<file path="src/rtl/eof_intermission_tx_if.sv">
// eof_intermission_tx_if
//   Bundles the bit-timing strobes, the sampled bus value, the MAC handshake
//   and the sequencer status outputs.
//   slave  : the sequencer (consumes strobes/handshake, drives status/txOut)
//   master : the environment (bit-timing unit, MAC, bus)
interface eof_intermission_tx_if;
  logic txPulse;
  logic samplePulse;
  logic rateSelector;
  logic dIn;
  logic frameDone;
  logic startTx;
  logic txOut;
  logic busy;
  logic txReady;
  logic overloadActive;
  logic bitError;
  logic sofDetected;

  modport slave (
    input  txPulse, samplePulse, rateSelector, dIn, frameDone, startTx,
    output txOut, busy, txReady, overloadActive, bitError, sofDetected
  );

  modport master (
    output txPulse, samplePulse, rateSelector, dIn, frameDone, startTx,
    input  txOut, busy, txReady, overloadActive, bitError, sofDetected
  );
endinterface

</file>
<file path="src/rtl/eof_intermission_tx.sv">
// eof_intermission_tx
//   Transmit-side End-Of-Frame / Intermission sequencer with overload-frame
//   handling. Drives 7 recessive EOF bits and 3 intermission bits after a
//   frame, answers an overload condition with flag + delimiter, and raises
//   txReady when the node may send the next SOF.
// Ports:
//   clk     : system clock
//   resetN  : synchronous active-low reset
//   bus     : eof_intermission_tx_if.slave
//             in : txPulse, samplePulse, rateSelector, dIn, frameDone, startTx
//             out: txOut, busy, txReady, overloadActive, bitError, sofDetected
//
// state      | meaning
// -----------+-----------------------------------------------------------
// S_IDLE     | no sequence; waits for frameDone
// S_EOF      | counting recessive End-Of-Frame bits
// S_INTER    | counting recessive intermission bits
// S_OVL_FLAG | driving the dominant overload flag
// S_OVL_WAIT | recessive, waiting out other nodes' overload flags
// S_OVL_DELIM| counting recessive overload delimiter bits
// S_READY    | bus free, txReady high until startTx or frameDone
module eof_intermission_tx #(
  parameter int EOF_BITS       = 7,
  parameter int INTER_BITS     = 3,
  parameter int OVL_FLAG_BITS  = 6,
  parameter int OVL_DELIM_BITS = 8
) (
  input logic                  clk,
  input logic                  resetN,
  eof_intermission_tx_if.slave bus
);

  localparam int MAX_A   = (EOF_BITS > INTER_BITS) ? EOF_BITS : INTER_BITS;
  localparam int MAX_B   = (OVL_FLAG_BITS > OVL_DELIM_BITS) ? OVL_FLAG_BITS : OVL_DELIM_BITS;
  localparam int MAX_ALL = (MAX_A > MAX_B) ? MAX_A : MAX_B;
  localparam int CW      = $clog2(MAX_ALL + 1);

  localparam logic [CW-1:0] EOF_N   = CW'(EOF_BITS);
  localparam logic [CW-1:0] INTER_N = CW'(INTER_BITS);
  localparam logic [CW-1:0] FLAG_N  = CW'(OVL_FLAG_BITS);
  localparam logic [CW-1:0] DELIM_N = CW'(OVL_DELIM_BITS);

  typedef enum logic [2:0] {
    S_IDLE, S_EOF, S_INTER, S_OVL_FLAG, S_OVL_WAIT, S_OVL_DELIM, S_READY
  } state_t;

  state_t        state_q, state_d;
  logic [CW-1:0] cnt_q, cnt_d, cnt_inc;
  logic [1:0]    samp_cnt_q, ones_q;
  logic          bit_valid_q, bit_val_q;
  logic          armed_q, armed_d, clr_armed;
  logic          tx_out_q, busy_q, ready_q, ovl_q, err_q, sof_q;
  logic          err_d, sof_d;
  logic          final_samp, bit_now, eval;

  // The last strobe of a bit: 3rd with majority voting, 1st otherwise.
  // samp_cnt saturates at 3 so stray extra strobes never re-fire it.
  assign final_samp = bus.samplePulse &&
                      (bus.rateSelector ? (samp_cnt_q == 2'd2) : (samp_cnt_q == 2'd0));
  assign bit_now    = bus.rateSelector ?
                      (({1'b0, ones_q} + {2'b00, bus.dIn}) >= 3'd2) : bus.dIn;
  assign eval       = bit_valid_q && armed_q;
  assign cnt_inc    = cnt_q + CW'(1);

  always_comb begin
    state_d   = state_q;
    cnt_d     = cnt_q;
    err_d     = 1'b0;
    sof_d     = 1'b0;
    clr_armed = 1'b0;
    case (state_q)
      S_IDLE: begin
        if (bus.frameDone) begin
          state_d   = S_EOF;
          cnt_d     = '0;
          clr_armed = 1'b1;
        end
      end
      S_READY: begin
        // frameDone has priority over startTx
        if (bus.frameDone) begin
          state_d   = S_EOF;
          cnt_d     = '0;
          clr_armed = 1'b1;
        end else if (bus.startTx) begin
          state_d = S_IDLE;
        end
      end
      S_EOF: begin
        if (eval) begin
          if (!bit_val_q) begin
            err_d   = 1'b1;
            state_d = S_IDLE;
            cnt_d   = '0;
          end else if (cnt_inc == EOF_N) begin
            state_d = S_INTER;
            cnt_d   = '0;
          end else begin
            cnt_d = cnt_inc;
          end
        end
      end
      S_INTER: begin
        if (eval) begin
          if (!bit_val_q) begin
            // dominant on the last intermission bit is a foreign SOF
            if (cnt_inc == INTER_N) begin
              sof_d   = 1'b1;
              state_d = S_IDLE;
            end else begin
              state_d = S_OVL_FLAG;
            end
            cnt_d = '0;
          end else if (cnt_inc == INTER_N) begin
            state_d = S_READY;
            cnt_d   = '0;
          end else begin
            cnt_d = cnt_inc;
          end
        end
      end
      S_OVL_FLAG: begin
        if (eval) begin
          if (bit_val_q) begin
            err_d   = 1'b1;
            state_d = S_IDLE;
            cnt_d   = '0;
          end else if (cnt_inc == FLAG_N) begin
            state_d = S_OVL_WAIT;
            cnt_d   = '0;
          end else begin
            cnt_d = cnt_inc;
          end
        end
      end
      S_OVL_WAIT: begin
        // first recessive bit already counts as delimiter bit 1
        if (eval && bit_val_q) begin
          state_d = S_OVL_DELIM;
          cnt_d   = CW'(1);
        end
      end
      S_OVL_DELIM: begin
        if (eval) begin
          if (!bit_val_q) begin
            err_d   = 1'b1;
            state_d = S_IDLE;
            cnt_d   = '0;
          end else if (cnt_inc == DELIM_N) begin
            state_d = S_INTER;
            cnt_d   = '0;
          end else begin
            cnt_d = cnt_inc;
          end
        end
      end
      default: begin
        state_d = S_IDLE;
        cnt_d   = '0;
      end
    endcase

    if (clr_armed)          armed_d = 1'b0;
    else if (bus.txPulse)   armed_d = 1'b1;
    else if (bit_valid_q)   armed_d = 1'b0;
    else                    armed_d = armed_q;
  end

  always_ff @(posedge clk) begin
    if (!resetN) begin
      state_q     <= S_IDLE;
      cnt_q       <= '0;
      samp_cnt_q  <= '0;
      ones_q      <= '0;
      bit_valid_q <= 1'b0;
      bit_val_q   <= 1'b1;
      armed_q     <= 1'b0;
      tx_out_q    <= 1'b1;
      busy_q      <= 1'b0;
      ready_q     <= 1'b0;
      ovl_q       <= 1'b0;
      err_q       <= 1'b0;
      sof_q       <= 1'b0;
    end else begin
      state_q <= state_d;
      cnt_q   <= cnt_d;
      armed_q <= armed_d;

      if (bus.txPulse) begin
        samp_cnt_q <= '0;
        ones_q     <= '0;
      end else if (bus.samplePulse && (samp_cnt_q != 2'd3)) begin
        samp_cnt_q <= samp_cnt_q + 2'd1;
        ones_q     <= ones_q + {1'b0, bus.dIn};
      end
      bit_valid_q <= final_samp;
      if (final_samp) bit_val_q <= bit_now;

      // txOut follows the state present at the bit start
      if (bus.txPulse) tx_out_q <= (state_q != S_OVL_FLAG);

      busy_q  <= (state_d != S_IDLE) && (state_d != S_READY);
      ready_q <= (state_d == S_READY);
      ovl_q   <= (state_d == S_OVL_FLAG) || (state_d == S_OVL_WAIT) ||
                 (state_d == S_OVL_DELIM);
      err_q   <= err_d;
      sof_q   <= sof_d;
    end
  end

  assign bus.txOut          = tx_out_q;
  assign bus.busy           = busy_q;
  assign bus.txReady        = ready_q;
  assign bus.overloadActive = ovl_q;
  assign bus.bitError       = err_q;
  assign bus.sofDetected    = sof_q;

  // The bit-timing unit never issues both strobes in one cycle.
  a_strobe_exclusive: assert property (@(posedge clk) disable iff (!resetN)
    !(bus.txPulse && bus.samplePulse));

endmodule

</file>
<file path="src/flat_wrapper.sv">
// flat-port wrapper written by rule: the top's interface ports become plain ports
module eof_intermission_tx_flat 
#(
  parameter int EOF_BITS       = 7,
  parameter int INTER_BITS     = 3,
  parameter int OVL_FLAG_BITS  = 6,
  parameter int OVL_DELIM_BITS = 8
)
  (clk, resetN, bus_txPulse, bus_samplePulse, bus_rateSelector, bus_dIn, bus_frameDone, bus_startTx, bus_txOut, bus_busy, bus_txReady, bus_overloadActive, bus_bitError, bus_sofDetected);
  eof_intermission_tx_if bus_i ();
  input logic clk;
  input logic resetN;
  input wire logic [$bits(bus_i.txPulse)-1:0] bus_txPulse;
  input wire logic [$bits(bus_i.samplePulse)-1:0] bus_samplePulse;
  input wire logic [$bits(bus_i.rateSelector)-1:0] bus_rateSelector;
  input wire logic [$bits(bus_i.dIn)-1:0] bus_dIn;
  input wire logic [$bits(bus_i.frameDone)-1:0] bus_frameDone;
  input wire logic [$bits(bus_i.startTx)-1:0] bus_startTx;
  output wire logic [$bits(bus_i.txOut)-1:0] bus_txOut;
  output wire logic [$bits(bus_i.busy)-1:0] bus_busy;
  output wire logic [$bits(bus_i.txReady)-1:0] bus_txReady;
  output wire logic [$bits(bus_i.overloadActive)-1:0] bus_overloadActive;
  output wire logic [$bits(bus_i.bitError)-1:0] bus_bitError;
  output wire logic [$bits(bus_i.sofDetected)-1:0] bus_sofDetected;
  assign bus_i.txPulse = bus_txPulse;
  assign bus_i.samplePulse = bus_samplePulse;
  assign bus_i.rateSelector = bus_rateSelector;
  assign bus_i.dIn = bus_dIn;
  assign bus_i.frameDone = bus_frameDone;
  assign bus_i.startTx = bus_startTx;
  assign bus_txOut = bus_i.txOut;
  assign bus_busy = bus_i.busy;
  assign bus_txReady = bus_i.txReady;
  assign bus_overloadActive = bus_i.overloadActive;
  assign bus_bitError = bus_i.bitError;
  assign bus_sofDetected = bus_i.sofDetected;
  eof_intermission_tx #(.EOF_BITS(EOF_BITS), .INTER_BITS(INTER_BITS), .OVL_FLAG_BITS(OVL_FLAG_BITS), .OVL_DELIM_BITS(OVL_DELIM_BITS)) u_core (.clk(clk), .resetN(resetN), .bus(bus_i));
endmodule
</file>
<file path="config.mk">
export PLATFORM = sky130hd
export DESIGN_NAME = eof_intermission_tx_flat
export DESIGN_NICKNAME = d
export VERILOG_FILES = /design/src/rtl/eof_intermission_tx_if.sv /design/src/rtl/eof_intermission_tx.sv /design/src/flat_wrapper.sv
export SDC_FILE = /design/constraint.sdc
export NUM_CORES = 1
export LEC_CHECK = 0
export BUFFER_PORTS_ARGS = -buffer_cell sky130_fd_sc_hd__clkbuf_2
export CAP_MARGIN = 20
export CORE_ASPECT_RATIO = 1.4
export CORE_MARGIN = 2
export CORE_UTILIZATION = 45
export DETAILED_ROUTE_END_ITERATION = 7
export SYNTH_ARGS = -nofsm -noshare
export SYNTH_HDL_FRONTEND = slang
export SYNTH_SLANG_ARGS = --single-unit
</file>
<file path="constraint.sdc">
create_clock -name clk -period 3.7 [get_ports clk]
set_input_delay 0 -clock clk [delete_from_list [all_inputs] [get_ports clk]]
set_output_delay 0 -clock clk [all_outputs]
set_load 0.03 [all_outputs]
</file>
==> out/summary.txt <==
PostCTS Resize Cnt -> 0
Wire per inst -> 14.29 um
Final Power -> 429.3 uW
H-tree depth -> 1
Root buf cell -> clkbuf_8
Num rows -> 24
Vias in the first global route -> 1294
Mapped cell area -> 0.001415 mm2
Rel. slew slack -> 61.82%
Critical Path Source Type -> flop
First-pass GRT wire length -> 5.927 mm
Core Region -> 0.003063 mm2
Global route overflow -> 0
CTS sink count -> 20
Net Count, Synth -> 208
Leakage -> 0.0005859 uW
Antenna Cells -> 0
DIE WIDTH -> 51.40 um
RePlAce Congestion -> 0.9631
Part of the Yosys area used for sequential elements -> 28.29%
Peak Freq -> 431.7 MHz
Final Hold Viols -> 0
RSZ-0062 raised after global routing -> no
CP Capture Type -> flop
Slowest CP cell -> or4_1
Worst Skew -> 0.002568 ns
# DRC -> 0
CTS Buf Count -> 3
CTS tree -> built
Setup slack at placement -> 1.408 ns
Tmin final -> 2.317 ns
Type of the most critical hold path -> in -> reg
Commonest non-fill, non-tap cell in the layout -> nor2_1
Multi-input logic area -> 930.9 um2
WP data required -> 3.88 ns
Worst-case reg-to-reg path depth -> 7
CP Data Arrival Time -> 2.50 ns
Ports -> 14
Synth top area share -> 28.29%
Hold Path Stages -> 2
Setup TNS -> 0 ns
DRT iter0 DRCs -> 65
Synth area leaders -> dfxtp_1, ha_1, a21oi_1
Sequential cell area -> 400.4 um2
Synthesized area per cell -> 7.448 um2
Post-Route WL -> 3.373 mm
Cell taking the most area after synthesis -> dfxtp_1
Worst reg2reg path startpoint -> u_core.cnt_q[0]
Gate Count Post-Synth -> 190
Synth Warn # -> 0
Hold buffer count at CTS -> 0
Hold Startpoint -> resetN
Port Buffers -> 13
Synthesized flop and latch total -> 20
Worst vdd ir -> 186.4 uV
Hold Slack -> 0.001439 ns
ANT nets after route -> 0
Area after DPL -> 0.001486 mm2
Crit share post-route -> 62.61%
Fraction of layout instances using a drive strength above 1 -> 11.68%
Setup violators final -> 0
Area Growth Syn to Fin -> 7.958%
Clk_lat worst skew -> 0.25 ns
Slack of the critical path -> 1.383 ns
DRT Pass-1 Iters -> 4
Pwr Density -> 281.0 mW/mm2
Final instance area -> 0.001528 mm2
CTS Buffer Depth -> 2
Antenna violations before repair -> 0
Die area -> 0.003616 mm2
Worst-Margin Slew -> 0.5720 ns
Placed wire-length estimate -> 2.641 mm
R2r endpoint -> u_core.bus.busy
Fillers -> 337
Starting density of the core -> 46.20%
Vias -> 1333
All-Layer GR Usage -> 21.26%
Vias/cell -> 5.648
Worst R2R Setup Slack -> 1.38 ns
CP max FO -> 9
Max_cap viols -> 0
Netlist cell types -> 46
WS Path Type -> reg -> reg
Commonest cells after routing, fill and taps aside -> nor2_1, nand2_1, dfxtp_1
CP peak stage delay -> 0.56 ns
Setup repair bufs after CTS -> 0
Max-slew violation count -> 0
Worst path cell trace -> ha_1, and2b_1, a32o_2, a41oi_1, o211a_1, or4_1, a31oi_1
Status -> complete, no violations
Final net count -> 217
Largest net degree at the start of global routing -> 19
Hold endpoint -> u_core.bus.txOut
Clock slew seen by the registers of the worst setup and hold paths -> 0.07 ns
Die Y -> 70.35 um
-- Yosys cell counts (all sizes together) --
library cell and number:
buf 3, a21oi 18, nand3b 2, a41o 1
and2b 1, ha 10, nor4b 1, a211oi 2
a41oi 1, mux2 1, or4 1, nor2 23
a211o 2, a31o 1, o211ai 2, dfxtp 20
xnor2 2, o22ai 1, a311oi 1, mux4 1
a32o 1, o311a 1, a21bo 1, nor3 5
clkbuf 6, nand2 21, nor2b 7, a31oi 3
o31ai 1, o21a 3, nor4 1, and2 4
o21ai 11, o211a 1, nand3 6, a21o 2
nor3b 2, and3 1, inv 11, o311ai 1
mux2i 1, nand2b 6
-- through the flow --
stage,instances,utilization [%]
finish,236,49.88
global route,236,49.88
CTS,236,49.88
detailed placement,233,48.53
global placement,233,48.53
floorplan,190,-
-- power by group --
part	internal [uW]	switching, uW
Sequential	221	11.5
Combinational	24.5	30.9
Clock	72.4	68.7
Total	318	111
-- flip-flops by register name, summed over array words and instances, names as in the netlist --
name,count
u_core.bus.overloadActive,1
u_core.cnt_q,4
u_core.bus.bitError,1
u_core.bus.txOut,1
u_core.samp_cnt_q,2
u_core.state_q,3
u_core.armed_q,1
u_core.bit_val_q,1
u_core.ones_q,2
u_core.bus.txReady,1
u_core.bus.busy,1
u_core.bus.sofDetected,1
u_core.bit_valid_q,1
-- logic make-up after synthesis --
kind of cell,synth area share (%)
and+or+nand+nor,27.85
AOI/OAI and AO/OA,24.76
buffers and inverters,5.923
DFF,28.29
adders and majority gates,8.842
muxes,3.094
xor gates and xnor gates,1.238
-- worst max-delay path, delay by kind of cell, from the launching register on --
kind	cells	cell delay, ns
compound gates	4	0.74
fa+ha+maj	1	0.31
flops	1	0.40
simple gates	2	0.80
-- cell type report --
class	count	area share, %
inverter	11	2.703
multi-input combinational	150	60.93
tap	39	3.194
clock buffer	3	2.703
timing repair buffer	13	4.259
sequential	20	26.21
-- metal layers --
layer | global-route usage, % | wire (um) | share of wire [%]
met4 | 6.433 | 19 | 0.56
met3 | 2.564 | 99 | 2.9
met2 | 39.32 | 1911 | 57
met1 | 24.50 | 1341 | 40
met5 | 0 | 0 | 0
-- worst max-delay path by stage --
stage	startpoint	endpoint	slack, ns	cells past startpoint
after floorplan	u_core.cnt_q[0]	u_core.bus.busy	1.60	7
after global placement	u_core.cnt_q[0]	u_core.bus.txReady	1.46	7
after detailed placement	u_core.cnt_q[0]	u_core.bus.busy	1.41	7
after CTS	u_core.cnt_q[0]	u_core.bus.busy	1.39	7
after global routing	u_core.cnt_q[0]	u_core.bus.busy	1.18	7
final	u_core.cnt_q[0]	u_core.bus.busy	1.38	7
Note: power is estimated with default switching activity, not from simulation.
